[src/rtl/pc_sequencer_pkg.sv]
// pc_sequencer shared types: next-PC op encodings,
// sequencer states and default vectors.
package pc_sequencer_pkg;

  typedef enum logic [1:0] {
    NPC_SEQ  = 2'd0,
    NPC_BR   = 2'd1,
    NPC_JAL  = 2'd2,
    NPC_JALR = 2'd3
  } npc_op_e;

  typedef enum logic [1:0] {
    ST_BOOT = 2'd0,
    ST_RUN  = 2'd1,
    ST_PEND = 2'd2
  } seq_state_e;

  localparam logic [31:0] RESET_PC_DEF = 32'h0000_0000;
  localparam logic [31:0] TRAP_PC_DEF  = 32'h0000_0100;
  localparam logic [31:0] PC_STEP      = 32'd4;

endpackage

[src/rtl/redirect_target_calc.sv]
// Combinational redirect decision and target
// generation for EX-stage branches and jumps.
module redirect_target_calc
  import pc_sequencer_pkg::*;
#(
  parameter logic [31:0] TRAP_PC = TRAP_PC_DEF
) (
  input  logic        i_ex_valid,
  input  logic [1:0]  i_ex_npc_op,
  input  logic        i_ex_branch_tag,
  input  logic [31:0] i_ex_pc,
  input  logic [31:0] i_ex_rs1,
  input  logic [31:0] i_ex_imm,
  output logic        o_take,
  output logic [31:0] o_target,
  output logic        o_misalign
);

  logic [31:0] w_pc_rel;
  logic [31:0] w_reg_rel;
  logic [31:0] w_raw;
  logic        w_is_br;
  logic        w_is_jal;
  logic        w_is_jalr;

  assign w_is_br   = (i_ex_npc_op == NPC_BR);
  assign w_is_jal  = (i_ex_npc_op == NPC_JAL);
  assign w_is_jalr = (i_ex_npc_op == NPC_JALR);

  assign w_pc_rel  = i_ex_pc + i_ex_imm;
  assign w_reg_rel = (i_ex_rs1 + i_ex_imm) & ~32'h1;

  always_comb begin
    o_take = 1'b0;
    w_raw  = w_pc_rel;
    unique case (1'b1)
      w_is_jalr: begin
        o_take = i_ex_valid;
        w_raw  = w_reg_rel;
      end
      w_is_jal: o_take = i_ex_valid;
      w_is_br:  o_take = i_ex_valid & i_ex_branch_tag;
      default:  o_take = 1'b0;
    endcase
  end

  // bit 1 set means not word aligned; trap vector replaces it
  assign o_misalign = o_take & w_raw[1];
  assign o_target   = o_misalign ? TRAP_PC : w_raw;

endmodule

[src/rtl/pc_sequencer.sv]
// Fetch PC owner: sequential stepping, stalls,
// EX redirects and buffered redirects over a held fetch.
module pc_sequencer
  import pc_sequencer_pkg::*;
#(
  parameter logic [31:0] RESET_PC = RESET_PC_DEF,
  parameter logic [31:0] TRAP_PC  = TRAP_PC_DEF
) (
  input  logic        clk,
  input  logic        rst_n,
  input  logic        fetch_ready,
  input  logic        stall,
  input  logic        ex_valid,
  input  logic [1:0]  ex_npc_op,
  input  logic        ex_branch_tag,
  input  logic [31:0] ex_pc,
  input  logic [31:0] ex_rs1,
  input  logic [31:0] ex_imm,
  output logic [31:0] pc,
  output logic        pc_valid,
  output logic        flush,
  output logic        fetch_drop,
  output logic        misalign,
  output logic [31:0] redirect_cnt
);

  seq_state_e  r_state;
  logic [31:0] r_pc;
  logic [31:0] r_pend;
  logic [31:0] r_cnt;
  logic        r_pc_valid;

  logic        w_take;
  logic [31:0] w_tgt;
  logic        w_mis;
  logic        w_live;

  redirect_target_calc #(
    .TRAP_PC(TRAP_PC)
  ) u_calc (
    .i_ex_valid     (ex_valid),
    .i_ex_npc_op    (ex_npc_op),
    .i_ex_branch_tag(ex_branch_tag),
    .i_ex_pc        (ex_pc),
    .i_ex_rs1       (ex_rs1),
    .i_ex_imm       (ex_imm),
    .o_take         (w_take),
    .o_target       (w_tgt),
    .o_misalign     (w_mis)
  );

  assign w_live = (r_state != ST_BOOT);

  always_ff @(posedge clk or negedge rst_n) begin
    if (!rst_n) begin
      r_state    <= ST_BOOT;
      r_pc       <= RESET_PC;
      r_pend     <= '0;
      r_cnt      <= '0;
      r_pc_valid <= 1'b0;
    end else begin
      if (flush)
        r_cnt <= r_cnt + 32'd1;
      unique case (r_state)
        ST_BOOT: begin
          r_state    <= ST_RUN;
          r_pc_valid <= 1'b1;
        end
        ST_RUN: begin
          if (w_take && fetch_ready) begin
            r_pc <= w_tgt;
          end else if (w_take) begin
            r_pend  <= w_tgt;
            r_state <= ST_PEND;
          end else if (!stall && fetch_ready) begin
            r_pc <= r_pc + PC_STEP;
          end
        end
        ST_PEND: begin
          // newest redirect wins over the buffered one
          if (fetch_ready) begin
            r_pc    <= w_take ? w_tgt : r_pend;
            r_state <= ST_RUN;
          end else if (w_take) begin
            r_pend <= w_tgt;
          end
        end
        default: begin
          r_state    <= ST_BOOT;
          r_pc_valid <= 1'b0;
        end
      endcase
    end
  end

  assign pc           = r_pc;
  assign pc_valid     = r_pc_valid;
  assign flush        = w_live & w_take;
  assign misalign     = w_live & w_mis;
  assign fetch_drop   = (r_state == ST_PEND) & fetch_ready;
  assign redirect_cnt = r_cnt;

endmodule

[config.mk]
export PLATFORM = sky130hd
export DESIGN_NAME = pc_sequencer
export DESIGN_NICKNAME = d
export VERILOG_FILES = /design/src/rtl/pc_sequencer_pkg.sv /design/src/rtl/redirect_target_calc.sv /design/src/rtl/pc_sequencer.sv
export SDC_FILE = /design/constraint.sdc
export NUM_CORES = 1
export LEC_CHECK = 0
export ABC_AREA = 1
export ABC_CLOCK_PERIOD_IN_PS = 2960
export CAP_MARGIN = 20
export CORE_MARGIN = 2
export CORE_UTILIZATION = 29
export CTS_CLUSTER_DIAMETER = 30
export DETAILED_ROUTE_END_ITERATION = 6
export RECOVER_POWER = 25
export SLEW_MARGIN = 10
export SYNTH_ARGS = -nofsm -noshare
export SYNTH_HDL_FRONTEND = slang
export SYNTH_SLANG_ARGS = --single-unit
[constraint.sdc]
create_clock -name clk -period 2.96 [get_ports clk]
set_input_delay 0.592 -clock clk [delete_from_list [all_inputs] [get_ports clk]]
set_output_delay 0.592 -clock clk [all_outputs]
set_load 0.1 [all_outputs]
== After elaboration in Yosys (flattened, before gate mapping) ==
Cells that the tools add are included.
Storage, ports and cells
  bits in registers: 99
  latch bits: 0
  bits in writable memories: 0
  memory bits (read-only): 0
  bits of input ports: 104
  logic and storage cells: 53
  memories: 0
Operators by class
  add/subtract/negate cells: 4
  $mul: 0
  divide/modulo/power cells: 0
  $lt $le $gt $ge: 0
  eq/ne operators: 11
  shift-type cells: 0
  multiplexer cells: 17
  bitwise logic cells: 5
  reductions and logical operators: 11
Operators by type and width (count)
  2-to-1 mux 32 bit: 9
  one-hot mux 32 bit (2 select lines): 2
  adder 32 bit: 2
  adder 32 x 1 -> 32 bit (second input constant): 1
  adder 32 x 3 -> 32 bit (second input constant): 1
  equality test 2 bit (second input constant): 3
  2-to-1 mux 2 bit: 3
  inequality test 2 bit (second input constant): 3
  inequality test 3 bit (second input constant): 2
  one-hot mux 2 bit (3 select lines): 1
  AND reduction 3 bit: 2
  bitwise AND 1 bit: 5
  equality test 2 x 1 -> 1 bit (second input constant): 2
  one-hot mux 1 bit (2 select lines): 2
  AND reduction 4 bit: 1
  nonzero test 2 bit: 2
  OR reduction 2 bit: 2
  logical AND 1 bit: 2
  logical NOT 2 bit: 1
  inequality test 2 x 1 -> 1 bit (second input constant): 1
  logical NOT 1 bit: 1

== Logic depth before layout (Yosys ltp) ==
  depth in word-level cells: 8
  mapped depth: 19
  gate-level depth less buffers: 19

== By module ==
Synthesis repeated with hierarchy kept, for this count alone.
Second synthesis, totals
  cells, all modules: 1984
  area, all modules: 11297.1 sq um
Modules (own cells, without submodules)
  pc_sequencer: times used 1, cells an instance 896, area each 6148.4 sq um, sequential area each 2477.4 sq um
  redirect_target_calc: times used 1, cells an instance 1088, area each 5148.7 sq um, sequential area each 0.0 sq um

== Worst setup path before layout ==
No wires, ideal clock.
  path type: input to output
  from: in ex_pc[0]
  to: out misalign
  arrival time: 2.646 ns
  required time: 2.368 ns
  setup slack: -0.278 ns
  cell stages on the path: 6
  path buffers: 0
  cells stage by stage: ha_1 inv_1 fa_1 nand2_1 nand2_1 nor2_1
On the way
  cells in the longest elaborated chain, start to end: 4
Ends and longest elaborated chain
  start: declaration: RTL line pc_sequencer.sv:16  | input logic [31:0] ex_pc,
  adder 32 bit: RTL line redirect_target_calc.sv:30  | assign w_pc_rel = i_ex_pc + i_ex_imm;
  2-to-1 mux 32 bit: RTL line redirect_target_calc.sv:36  | unique case (1'b1)
  bitwise AND 1 bit: RTL line redirect_target_calc.sv:48  | assign o_misalign = o_take & w_raw[1];
  bitwise AND 1 bit: RTL line pc_sequencer.sv:99  | assign misalign = w_live & w_mis;
  end: declaration: RTL line pc_sequencer.sv:23  | output logic misalign,
No other way between the ends.

== Worst setup path in the final report ==
  from: in ex_imm[0]
  to: out misalign
On the way
  cells in the longest elaborated chain, start to end: 4
  elaborated cells on any way between the ends: 5
Ends and longest elaborated chain
  start: declaration: RTL line pc_sequencer.sv:18  | input logic [31:0] ex_imm,
  adder 32 bit (on tied branches): RTL line redirect_target_calc.sv:30, redirect_target_calc.sv:31
  2-to-1 mux 32 bit (*): RTL line redirect_target_calc.sv:36
  bitwise AND 1 bit (*): RTL line redirect_target_calc.sv:48
  bitwise AND 1 bit (*): RTL line pc_sequencer.sv:99
Every way passes the cells marked *; elsewhere a longest branch is shown, timed or not.

==> out/metrics.yaml <==
status: "finished with violations"
violations: "capacitance limit, slew limit"
viasPerCell: 4.814
antenna_found_initial: 0
hold_viol: 0
wl_per_cell_um: 15.53
die_height_um: 196.9
synth_edf_count: 0
n_fill_cell: 3979
required_ps: 2370
vias: 12470
area_growth_syn_to_layout_pct: 32.00
cts_hold_buf: 0
dp_slack_ps: -195.9
drt.antenna.violating_nets: 0
cts_setup_buffers: 0
cts.repair.resized: 0
synthCells: 1827
seqPwrFrac_pct: 23.2
cpMaxStageDelayCell: "clkdlybuf4s50_1"
placed_cells: 2575
cts_made_buffers: 9
worstMarginPinSlew_ps: 2195
dieArea_mm2: 0.03878
post-route-cell-area_mm2: 0.01425
io_buffers: 171
grt.overflow.total: 0
cp_cell_sequence: "clkdlybuf4s50_1 > ha_2 > inv_1 > fa_1 > nand2_1 > nand2_1 > nor2_2 > buf_12"
cts_tree: "yes"
pwr-share-comb_pct: 64.7
syn_nets: 1999
drc: 0
drtIter0Drc: 845
rsz0062_at_grt: "no"
async_reset_ff_share_pct: 100.0
swShare_pct: 56.16
clk_pin_slew_ps: 80
synth.distinct_cells: 43
fin_skew_ps: 12.00
grt_max_degree: 61
period_share_pct: 95.96
clock_sink_count: 99
p_leak_nw: 7.883
ys.flop_type: "dfrtp_1"
nets: 2290
vdd_ir_drop_max_v: 0.0003676
fin_crit_ps: 2840
drtPass1Iterations: 5
fin_util_pct: 38.92
pwr-share-clk_pct: 12.0
ctsRootBufferMaster: "clkbuf_16"
p_per_area_mw_per_mm2: 700.7
gp_congestion: 0.9239
power.total_mw: 9.984
min_path_type: "reg -> reg"
synth_area_leaders: "dfrtp_1 (23%), nand2_1 (22%), inv_1 (11%)"
synth.avg_cell_area_um2: 5.908
hpwlAfterDp_mm: 33.26
first_global_vias: 11860
start_kind: "input port"
yosysMostFrequentCell: "nand2_1"
clkLatencyLatePin_ps: 360
final-instance-count-excl-fill: 2591
intPower_mw: 4.377
yosysWarnings: 0
fp.dieW_um: 196.9
switching_power_mw: 5.607
synth_top_area_share_pct: 22.95
critPathMaxStageDelay_ps: 490
grt_first_pass_wirelength_mm: 63.66
layout.area.seq_mm2: 0.002477
synth_commonest_cells: "nand2_1 (644), inv_1 (310), nand3_1 (163)"
ys_ff_latch: 99
crit_type: "in -> out"
max_cap_violations: 1
gr-usage-all-layers_pct: 20.71
core.rowCount: 70
placed_area_mm2: 0.01394
totalWireLength_mm: 40.24
setup_viol: 0
layout-drive-gt1-share_pct: 12.62
path_max_fanout: 2
drv_slew: 38
multi_input_area_mm2: 0.007025
htreeDepth: 3
initial_core_util_pct: 29.48
cpMostUsedCell: "nand2_1"
boundaryPins: 172
max_freq_mhz: 352.1
endpoint_kind: "output pin"
diodes: 0
core_area_mm2: 0.03661
arrival_ps: 2250
slew_headroom_pct: -46.33
cts_buffer_depth: 2
setup_slack_ps: 119.7
synth_top_area_cell: "dfrtp_1"
ys_seq_area_share_pct: 22.95
netlist_area_mm2: 0.01079
## kinds of logic (layout without fill, tap and decap cells)
kind of cell | Yosys count | count (layout) | share of synthesized area [%]
compound gates | 220 | 220 | 11.36
xor+xnor | 54 | 54 | 4.382
simple gates | 1036 | 1036 | 40.92
flops | 99 | 99 | 22.95
fa+ha+maj | 68 | 68 | 8.021
mux | 2 | 2 | 0.1971
buf+inv | 348 | 644 | 12.17
## final timing paths
path | end | startpoint | slack [ps] | cells after the start
worst max-delay path | misalign | ex_imm[0] | 120 | 8
worst min-delay path | redirect_cnt[31] | redirect_cnt[31] | 470 | 1
worst max register to register | pc[11] | r_state[0] | 540 | 9
worst min register to register | redirect_cnt[31] | redirect_cnt[31] | 470 | 1
max in group asynchronous | r_pend[10] | rst_n | 810 | 2
min in group asynchronous | redirect_cnt[24] | rst_n | 870 | 1
## power by group through the flow
stage / Sequential, mW / Combinational, mW / Clock (mW)
final: 2.32 / 6.46 / 1.20
after global routing: 2.38 / 7.05 / 1.29
after CTS: 2.32 / 6.47 / 1.24
after detailed placement: 2.34 / 6.44 / 0
after global placement: 2.33 / 6.40 / 0
after floorplan: 3.87 / 2.90 / 0
## flip-flops by register name, summed over array words and instances, names as in the netlist
name,count
r_state,2
pc,32
r_pend,32
pc_valid,1
redirect_cnt,32
## worst max-delay path: cells and delay by family
| family | cells | cell delay (ps) |
|---|---|---|
| AND/OR/NAND/NOR | 3 | 320 |
| buffers and inverters | 3 | 730 |
| adder cells (fa/ha/maj) | 2 | 610 |
## layout make-up
type	instances	share of cell area [%]
Sequential cell	99	17.39
Timing Repair Buffer	314	18.84
Clock buffer	9	1.581
Inverter	314	8.289
Multi-Input combinational cell	1380	49.31
Clock inverter	7	0.4917
Tap cell	468	4.110
## routing by layer
layer | global-route usage, % | vias up | share of wire (%)
li1 | - | 6363 | -
met1 | 27.79 | 5708 | 46
met2 | 35.32 | 344 | 46
met3 | 2.019 | 57 | 5.0
met4 | 5.904 | 0 | 2.9
met5 | 0 | - | 0
## through the flow
| stage | hold slack, ps | setup TNS (ps) |
|---|---|---|
| final | 474.9 | 0 |
| after global routing | 501.1 | 0 |
| after CTS | 212.0 | 0 |
| after detailed placement | 463.0 | -3262 |
| after global placement | 461.1 | -2476 |
| after floorplan | 296.4 | 0 |
## placed cells by master (no fill, tap or decap), types with 18 or more instances in the layout
cell and n:
nand2_1 642, inv_1 309, buf_4 205, nand3_1 163, nor2_1 120, clkdlybuf4s50_1 102
dfrtp_1 99, a21oi_1 91, o21ai_0 77, ha_1 65, xor2_1 36, nand4_1 27
nor3_1 24, xnor2_1 18
Power figures use the tool's default switching activity.
